[config.mk]
export PLATFORM = sky130hd
export DESIGN_NAME = bcd_code_converter_seq
export DESIGN_NICKNAME = d
export VERILOG_FILES = /design/src/rtl/bcd_code_converter_seq.sv
export SDC_FILE = /design/constraint.sdc
export NUM_CORES = 1
export LEC_CHECK = 0
export CAP_MARGIN = 5
export CORE_ASPECT_RATIO = 0.75
export CORE_MARGIN = 2
export CORE_UTILIZATION = 54
export CTS_CLUSTER_SIZE = 12
export DETAILED_ROUTE_END_ITERATION = 8
export PLACE_DENSITY = 0.84
export SETUP_SLACK_MARGIN = 0.2
export SLEW_MARGIN = 15
export SYNTH_ARGS = -nofsm -noshare
export SYNTH_HDL_FRONTEND = slang
export SYNTH_SLANG_ARGS = --single-unit
[constraint.sdc]
create_clock -name clk_pin -period 3.34 [get_ports clk_pin]
set_input_delay 0.668 -clock clk_pin [delete_from_list [all_inputs] [get_ports clk_pin]]
set_output_delay 0.668 -clock clk_pin [all_outputs]
set_load 0.01 [all_outputs]
[src/rtl/bcd_code_converter_seq.sv]
// bcd_code_converter_seq: converts a multi-digit word one 4-bit digit per clock (Excess-3, 2421, Gray)
module bcd_code_converter_seq #(
    parameter int N_DIGITS = 4
) (
    input  logic                  clk_pin,
    input  logic                  rst_pin,
    input  logic                  start,
    input  logic [1:0]            mode,
    input  logic [4*N_DIGITS-1:0] din,
    output logic [4*N_DIGITS-1:0] dout,
    output logic                  busy,
    output logic                  done,
    output logic                  err,
    output logic [N_DIGITS-1:0]   err_mask
);
    localparam int W  = 4 * N_DIGITS;
    localparam int IW = N_DIGITS > 1 ? $clog2(N_DIGITS) : 1;
    typedef enum logic {IDLE, CONV} state_t;
    state_t              state, state_nxt;
    logic [IW-1:0]       idx;
    logic [W-1:0]        din_sh, work, work_nxt;
    logic [1:0]          mode_sh;
    logic [N_DIGITS-1:0] mask, mask_nxt;
    logic [3:0]          d, q;
    logic                valid, last;
    always_comb begin
        d = din_sh[4*int'(idx) +: 4];
        valid = mode_sh == 2'd1 ? (d >= 4'd3 && d <= 4'd12) : (d <= 4'd9);
        q = !valid          ? 4'hF :
            mode_sh == 2'd0 ? d + 4'd3 :
            mode_sh == 2'd1 ? d - 4'd3 :
            mode_sh == 2'd2 ? (d <= 4'd4 ? d : d + 4'd6) :
                              d ^ (d >> 1);
        work_nxt = work;
        work_nxt[4*int'(idx) +: 4] = q;
        mask_nxt = mask;
        mask_nxt[idx] = !valid;
        last = idx == IW'(N_DIGITS - 1);
        state_nxt = state == IDLE ? (start ? CONV : IDLE) : (last ? IDLE : CONV);
    end
    always_ff @(posedge clk_pin) begin
        if (rst_pin) state <= IDLE;
        else state <= state_nxt;
    end
    // The final edge publishes work_nxt so the last digit lands without an extra cycle.
    always_ff @(posedge clk_pin) begin
        if (rst_pin) begin
            idx      <= '0;
            din_sh   <= '0;
            mode_sh  <= '0;
            work     <= '0;
            mask     <= '0;
            dout     <= '0;
            err_mask <= '0;
            err      <= 1'b0;
            done     <= 1'b0;
        end else begin
            done <= 1'b0;
            if (state == IDLE && start) begin
                din_sh  <= din;
                mode_sh <= mode;
                idx     <= '0;
            end else if (state == CONV) begin
                work <= work_nxt;
                mask <= mask_nxt;
                idx  <= idx + 1'b1;
                if (last) begin
                    dout     <= work_nxt;
                    err_mask <= mask_nxt;
                    err      <= |mask_nxt;
                    done     <= 1'b1;
                end
            end
        end
    end
    assign busy = state == CONV;
endmodule

# --- Word level (Yosys, flattened, before mapping) ---
# Index checks and enable logic that the tools add are counted.
# Widths: inputs -> output; s select.
totals:
  regBits: 63
  input_bits: 21
  out_inout_bits: 23
  word_cells: 54
classes:
  add_sub_neg: 5
  magnitude_cmp: 6
  n_eq_ne: 3
  shifts: 3
  n_mux: 14
  bitwise: 3
  reduce_logical: 10
op_table:
  columns: ["cell", "n"]
  rows:
  - ["$neg 4->33", 1]
  - ["$shift 4x33->16 const A", 1]
  - ["$shiftx 4x33->16", 1]
  - ["$mux 4", 5]
  - ["$bwmux 16", 1]
  - ["$shiftx 16x5->4", 1]
  - ["$le 4x4->1 const B", 2]
  - ["$mux 1", 6]
  - ["$add 4x2->4 const B", 1]
  - ["$add 4x3->4 const B", 1]
  - ["$bwmux 4", 1]
  - ["$eq 2x2->1 const B", 2]
  - ["$ge 4x2->1 const B", 1]
  - ["$le 4x3->1 const B", 1]
  - ["$reduce_or 4->1", 1]
  - ["$sub 4x2->4 const B", 1]
  - ["$xor 4x3->4", 1]
  - ["$logic_and 1x1->1", 3]
  - ["$lt 2x3->1 const B", 1]
  - ["$reduce_and 3->1", 1]
  - ["$reduce_or 3->1", 1]
  - ["$add 2x1->2 const B", 1]
  - ["$demux 1 s2", 1]
  - ["$eq 2x1->1 const B", 1]
  - ["6 further kinds", 7]

# --- Depth between registers and ports, before layout ---
# Gate-level depths: netlist of run 1.
depth:
  word_depth: 9
  depth_mapped: 10

# --- Least setup slack after synthesis of run 1 ---
# OpenSTA, ideal clock, no wires.
synth_path:
  path_kind: "register to register"
  from: "register idx[0]"
  to: "register work[13]"
  setup_ps: 86
  arrival_time_ps: 2561
  t_required_ps: 3254
  slack_ps: 693
  path_stages_with_launch: 10
  n_path_buf: 2
  synth_period_minus_slack_ps: 2647
  path_cell_list: "dfxtp_1 > buf_6 > mux4_1 > ha_1 > nor4bb_1 > a31oi_1 > o21ai_1 > clkbuf_1 > a21oi_1 > a211oi_1"
synth_via:
  elab_chain_len: 9
  word_cells_on_any_way: 20
  cone_classes: "add/sub: 4; order compare: 4; shift: 3; mux: 7; bitwise: 1; reduce/logical: 1"
synth_rtl:
  columns: ["item", "line", "rtl"]
  rows:
  - ["from (decl)", "20", "logic [IW-1:0] idx;"]
  - ["from (signal assigned)", "66", "idx <= idx + 1'b1;"]
  - ["$shiftx 16x5->4", "27", "d = din_sh[4*int'(idx) +: 4];"]
  - ["$add 4x3->4 / $le 4x3->1 (equally long branches)", "32", "mode_sh == 2'd2 ? (d <= 4'd4 ? d : d + 4'd6) :"]
  - ["$mux 4 (2 in a row)", "32", null]
  - ["$mux 4", "31", "mode_sh == 2'd1 ? d - 4'd3 :"]
  - ["$mux 4", "30", "mode_sh == 2'd0 ? d + 4'd3 :"]
  - ["$mux 4", "29", "q = !valid ? 4'hF :"]
  - ["$shiftx 4x33->16", "35", "work_nxt[4*int'(idx) +: 4] = q;"]
  - ["$bwmux 16 (*)", "35", null]
  - ["to (signal assigned)", "64", "work <= work_nxt;"]
  - ["to (decl)", "21", "logic [W-1:0] din_sh, work, work_nxt;"]
# Every way passes the cells marked *; elsewhere a longest branch is shown, timed or not.
# A chain may end at the register's enable or synchronous reset.

# --- Worst setup path after layout of run 1 ---
layout_path:
  from: "register idx[0]"
  to: "register dout[9]"
layout_via:
  elab_chain_len: 9
  word_cells_on_any_way: 22
  cone_classes: "add/sub: 4; order compare: 4; eq/ne: 1; shift: 3; mux: 7; bitwise: 1; reduce/logical: 2"
layout_rtl:
  columns: ["item", "line", "rtl"]
  rows:
  - ["$shiftx 16x5->4", "27", null]
  - ["$add 4x3->4 / $le 4x3->1 (equally long branches)", "32", null]
  - ["$mux 4 (2 in a row)", "32", null]
  - ["$mux 4", "31", null]
  - ["$mux 4", "30", null]
  - ["$mux 4", "29", null]
  - ["$shiftx 4x33->16", "35", null]
  - ["$bwmux 16", "35", null]
  - ["to (signal assigned)", "68", "dout <= work_nxt;"]
  - ["to (decl)", "10", "output logic [4*N_DIGITS-1:0] dout,"]
# Parallel ways exist; a longest one is shown, timed or not.

==> results.md, run 1 <==
* Outcome: finished, final reports clean
* Synth Area in XOR/XNOR at 0.00873
* Average cell area after synthesis at 8.63 um^2
* Synthesized net count at 387
* Starting density of the core at 0.562
* Fin crit period at 3040 ps
* Multi-input logic area at approximately 1700 um^2
* Die width at 90.2 um
* Total of warnings raised by yosys at 0
* DRT Pass-1 Iters at 5
* Largest family of logic cells by synthesized area: compound AO/OA/AOI/OAI gates
* Most common cell after layout, fill and taps aside: dfxtp_1
* Final nets at around 430
* Register area at 1240 um^2
* Synth Area in Adders at 0.0707
* Synth cell types at slightly below 50
* Arrival time worst endpoint at between 3000 and 4000 ps
* Most frequent cells in the layout: dfxtp_1, nand2_1, a21oi_1
* Yosys top cell area share at 0.412
* Hold path start: work[0]
* Startpoint type of the worst setup path: flop
* Cells after Synth at 349
* WL final at 7.50 mm
* Critical Path RT at between 3000 and 4000 ps
* RSZ-0062 raised after global routing: yes
* Critical path class: flop to flop
* Top delay family on crit path: compound AO/OA/AOI/OAI gates
* Worst Path Buf+Inv at 2
* Multiplexer share of the synthesized area at 0.0457
* Worst slew margin at 0.350
* Chip height at 68.7 um
* Maxcap violations at 0
* Slew @ Worst Pin at 966 ps
* Reg2reg setup slack at 300 ps
* CTS tree: done
* Crit path max fanout at 16
* Diode count at 0
* Power Density at 463 nW/um^2
* Ys async rst share at 0
* Final hold violations at 0
* Final Util at 0.692
* Critical Path End Type: flop
* Hold_buf cts at 0
* Grt total ovfl at 0
* Largest net degree at the start of global routing at 43
* Worst setup path start: idx[0]
* Share of layout cells above drive strength 1 at 0.0816
* Die area at 6190 um^2
* Final Setup Violations at 0
* RR Startpoint: idx[0]
* Sequential-to-total area share from yosys stat at 0.412
* Worst VDD drop at 343 uV
* Hold Crit Class: flop to flop
* Detailed placement HPWL at between 5 and 6 mm
* Fillers at about 430
* Max Slew Vio Count at 0
* Clk Latency, worst-skew pair at 360 ps
* Via density at 5.88
* H-tree level count at 3
* Ports at 44
* Post-synth EDFFs at 0
* Inserted Clock Buffers at 9
* DRC viols at 0
* First-pass GRT wire length at roughly 12 mm
* Routed vias at roughly 2700
* Achievable Freq at 329 MHz
* Cell Rows at 23
* Core Region at 5350 um^2
* Clk_skew at 7.21 ps
* Lkg Pwr at 0.00131 uW
* CTS Buffer Depth at 2
* Simple-Gate Fraction of Synth Area at 0.153
* Compound-cell area share of the yosys netlist at 0.265
* Vias in the first global route at 2520
* Setup tns final at 0 ps
* FF+latch count, synth at 62
* Drt first-iter violations at 282
* Area delta synth->final at 23.0%
* DR WL/cell at 16.1 um
* Port bufs at 43
* Routed Antenna Nets at 0
* Max incr delay on CP at 720 ps
* Mapped cell area at 3010 um^2
* Antenna violations before repair at 0
* CTS root buffer: clkbuf_8
* Clock Sinks at 62
* Tcrit/Tclk final at 0.911
* Ys flop type: dfxtp_1
* Area leader, netlist: dfxtp_1
* Aggregate global-route resource usage at 0.255
* Worst-path clk slew at 70 ps
* GPL Wtd Cong at between 0.9 and 1
* Crit-path slowest cell: mux4_1
* Synth area leaders: dfxtp_1, a21oi_1, ha_1
* Cell Chain, Critical Path: mux4_1, inv_1, ha_1, nand2_1, a31oi_1, o21ai_1, buf_4, a211oi_2, o21ai_0
[state kept, by name, indices dropped and copies added (netlist names)]
| register | flops |
|---|---|
| busy | 1 |
| done | 1 |
| din_sh | 16 |
| err | 1 |
| err_mask | 4 |
| idx | 2 |
| dout | 16 |
| mask | 3 |
| mode_sh | 2 |
| work | 16 |
[repair_timing]
action / CTS / global route
setup endpoints to repair: 0 / 29
gates resized for setup: 0 / 6
setup buffers: 0 / 0
[per-stage QoR]
| step | instances | total power (uW) | hold slack [ps] | cell area, um^2 | setup WS, ps |
|---|---|---|---|---|---|
| after CTS | 467 | 1700 | 457 | 3690 | 224 |
| after global placement | 451 | 1040 | 443 | 3480 | 252 |
| after floorplan | 349 | 964 | 432 | 3010 | 693 |
| after global routing | 467 | 1770 | 474 | 3700 | 90.8 |
| after detailed placement | 451 | 1040 | 446 | 3480 | 239 |
| final | 467 | 1720 | 456 | 3700 | 297 |
[cell usage after synthesis (5+ instances only)]
| cell type | count |
|---|---|
| a211oi_1 | 11 |
| a21oi_1 | 51 |
| a22oi_1 | 16 |
| clkbuf_1 | 16 |
| dfxtp_1 | 62 |
| ha_1 | 17 |
| inv_1 | 11 |
| nand2_1 | 52 |
| nand2b_1 | 5 |
| nor2_1 | 15 |
| nor4_1 | 6 |
| o21ai_0 | 22 |
[logic make-up (layout without fill, tap and decap cells)]
family,count (synthesis),after routing
AOI/OAI and AO/OA,126,126
muxes,8,8
DFF,62,62
buffers and inverters,33,76
and+or+nand+nor,100,100
xor gates and xnor gates,3,3
adders and majority gates,17,17
[final timing paths]
kind / to / depth (start not counted)
max: dout[9] / 9
min: work[0] / 2
max reg2reg: dout[9] / 9
min reg2reg: work[0] / 2
[layout make-up]
| class | instances | area share |
|---|---|---|
| Multi-Input combinational cell | 254 | 0.446 |
| Inverter | 12 | 0.0122 |
| Timing Repair Buffer | 48 | 0.126 |
| Clock buffer | 13 | 0.0429 |
| Clock inverter | 3 | 0.0115 |
| Sequential cell | 62 | 0.335 |
| Tap cell | 75 | 0.0253 |
[worst register-to-register path, stage by stage, from the launching register on]
cell and delay, ps:
dfxtp_2 490, mux4_1 720, inv_1 180, ha_1 190, nand2_1 60, a31oi_1 370, o21ai_1 160, buf_4 230
a211oi_2 350, o21ai_0 160
[per-layer routing]
layer	up-vias	track usage	routed length, um
met5	-	0	0
met1	1284	0.343	3560
met3	11	0.0848	524
li1	1347	-	-
met4	0	0.0673	123
met2	106	0.399	3300
[power breakdown]
group	total, uW	internal, uW	leakage [uW]	switching (uW)
clock	676	384	0.0000996	292
sequential	782	760	0.000503	22.6
combinational	257	104	0.000703	153
total	1720	1250	0.00131	467
No activity file was read; power rests on OpenSTA's default activity.
==> inputs of run 2 (changes only) <==
--- a/config.mk
+++ b/config.mk
@@ -10,6 +10,6 @@
 export CORE_MARGIN = 2
-export CORE_UTILIZATION = 54
+export CORE_UTILIZATION = 26
 export CTS_CLUSTER_SIZE = 12
 export DETAILED_ROUTE_END_ITERATION = 8
-export PLACE_DENSITY = 0.84
+export PLACE_DENSITY = 0.49
 export SETUP_SLACK_MARGIN = 0.2
==> constraint.sdc (replaced) <==
create_clock -name clk_pin -period 3.34 [get_ports clk_pin]
set_input_delay 0.835 -clock clk_pin [delete_from_list [all_inputs] [get_ports clk_pin]]
set_output_delay 0.835 -clock clk_pin [all_outputs]
set_load 0.01 [all_outputs]
==> run 2 against run 1 <==
  * Cell area increased by 5.3%
  * Power increased by 9.9%
  * Fmax rose by 8.0%
  * Combinational power rose by 7.8%
  * Global-route usage is 12 points lower
  * Worst hold slack lost 0.91 ps
  * Clock power grew 23%
  * Sequential share of layout area down 1.7 points
  * Count of clock-buffer cells in the layout is 2 lower
  * Sequential cell count is the same
  * Sequential power about the same
  * Die area up 100%
  * Critical path type unchanged
  * Critical endpoint is now dout[2]
  * Largest cell class unchanged
  * Highest routed layer unchanged
==> results.md, run 2 (synthesized netlist as in run 1, its figures left out) <==
* Power consumption at 1890 uW (+9.9%)
* Die width at 128 um (+42%)
* Startpoint type of the worst setup path: flop
* Aggregate global-route resource usage at 0.139 (-0.115)
* Via density at 4.99 (-15%)
* Arrival time worst endpoint at 3020 ps (-240 ps)
* Clk_skew at 12.2 ps (+4.97 ps)
* Most frequent cells in the layout: dfxtp_1, nand2_1, a21oi_1
* Worst VDD drop at 215 uV (-37%)
* Antenna violations before repair at 0 (unchanged)
* Chip height at 97.2 um (+42%)
* Tcrit/Tclk final at 0.844 (-0.0675)
* CTS root buffer: clkbuf_16
* Share of layout cells above drive strength 1 at 0.0932 (+0.0116)
* Clk Latency, worst-skew pair at 330 ps (-30 ps)
* Worst slew margin at 0.402 (+0.0519)
* Max incr delay on CP at 660 ps (-60 ps)
* Ports at 44 (unchanged)
* Clock Sinks at 62 (unchanged)
* Post-CTS Resized at 0 (unchanged)
* GPL Wtd Cong at 0.801 (-12%)
* WL final at 8.37 mm (+12%)
* DRC viols at 0 (unchanged)
* Final Setup Violations at 0 (unchanged)
* Grt total ovfl at 0 (unchanged)
* Critical Path RT at 3540 ps (-20 ps)
* Critical Path End Type: flop
* Max Slew Vio Count at 0 (unchanged)
* Hold_buf cts at 0 (unchanged)
* Core Region at 11100 um^2 (+110%)
* Maxcap violations at 0 (unchanged)
* Largest net degree at the start of global routing at 42 (-2.3%)
* Crit path max fanout at 9 (-7)
* Vias in the first global route at 2701 (+7.2%)
* Power Density at 483 nW/um^2 (+4.4%)
* First-pass GRT wire length at 13.7 mm (+12%)
* Fin crit period at 2820 ps (-225 ps)
* Outcome: finished, final reports clean
* CTS Buffer Depth at 2 (unchanged)
* Routed Antenna Nets at 0 (unchanged)
* Area delta synth->final at 29.6%
* DRT Pass-1 Iters at 4 (-1)
* Lkg Pwr at 0.00138 uW (+5.6%)
* Hold Crit Class: flop to flop
* Setup tns final at 0 ps (unchanged)
* Setup bufs post-CTS at 0 (unchanged)
* Hold slack at 455 ps (-0.906 ps)
* Final hold violations at 0 (unchanged)
* Slew @ Worst Pin at 889 ps (-77.1 ps)
* Detailed placement HPWL at 6.07 mm (+18%)
* Die area at 12500 um^2 (+100%)
* Drt first-iter violations at 177 (-37%)
* H-tree level count at 3 (unchanged)
* CTS tree: done
* Cell Rows at 33 (+43%)
* Port bufs at 43 (unchanged)
* Cell Chain, Critical Path: mux4_2, inv_1, ha_1, a21bo_2, a211o_1, o21bai_1, a21oi_1, o21ai_0
* Achievable Freq at 355 MHz (+8.0%)
* Most common cell after layout, fill and taps aside: dfxtp_1
* Critical path class: flop to flop
* DR WL/cell at 15.6 um (-2.9%)
* RSZ-0062 raised after global routing: no
* Final nets at 433 (+1.9%)
* Diode count at 0 (unchanged)
* Top flop regs: din_sh (16), dout (16), work (16)
* Routed vias at 2682 (-2.4%)
* Inserted Clock Buffers at 9 (unchanged)
* Starting density of the core at 0.271 (-0.291)
* Worst-path clk slew at 50 ps (-20 ps)
* Crit-path slowest cell: mux4_2
run 2: cell count changes in the layout (fill, tap and decap cells not counted), sizes merged:
cell,delta
clkinv,+1
buf,+8
clkinvlp,-1
bufinv,-1
clkbuf,-2
run 2: per-layer routing:
layer	global-route usage	vias up	routed length, um
met5	0	-	0
met4	0.0448	0	113
met3	0.0529	12	421
met2	0.191	64	3450
met1	0.199	1246	4380
li1	-	1360	-
run 2: worst max-delay path: cells and delay by family (launching register included):
family,cells,cell delay (ps)
compound gates,5,1160
fa+ha+maj,1,260
buf+inv,1,180
flops,1,430
mux,1,660
run 2: area by class of cell:
type,instances,area [um^2]
multi-input combinational,254,1640
tap,140,175
fill,1139,7210
clock buffer,11,253
clock inverter,2,10.0
inverter,12,45.0
sequential,62,1240
timing repair buffer,56,541
run 2: where the power goes:
part	leakage, uW	internal [uW]	total [uW]	switching [uW]
sequential	0.000503	761	780	18.4
combinational	0.000744	114	277	163
clock	0.000133	525	829	304
total	0.00138	1400	1890	486
run 2: path summary, 6_finish.rpt:
kind / slack, ps / startpoint / depth (start not counted) / end
setup / recovery: 520 / idx[0] / 8 / dout[2]
hold / removal: 450 / din_sh[5] / 2 / din_sh[5]
setup reg to reg: 520 / idx[0] / 8 / dout[2]
hold reg to reg: 450 / din_sh[5] / 2 / din_sh[5]
run 2: through the flow:
stage | cells | setup slack [ps] | util | cell area, um^2
2_1_floorplan | 349 | 693 | - | 3010
3_3_place_gp | 524 | 583 | 0.328 | 3640
3_5_place_dp | 524 | 516 | 0.328 | 3640
4_1_cts | 537 | 511 | 0.351 | 3900
5_1_grt | 537 | 296 | 0.351 | 3900
6_report | 537 | 522 | 0.351 | 3900
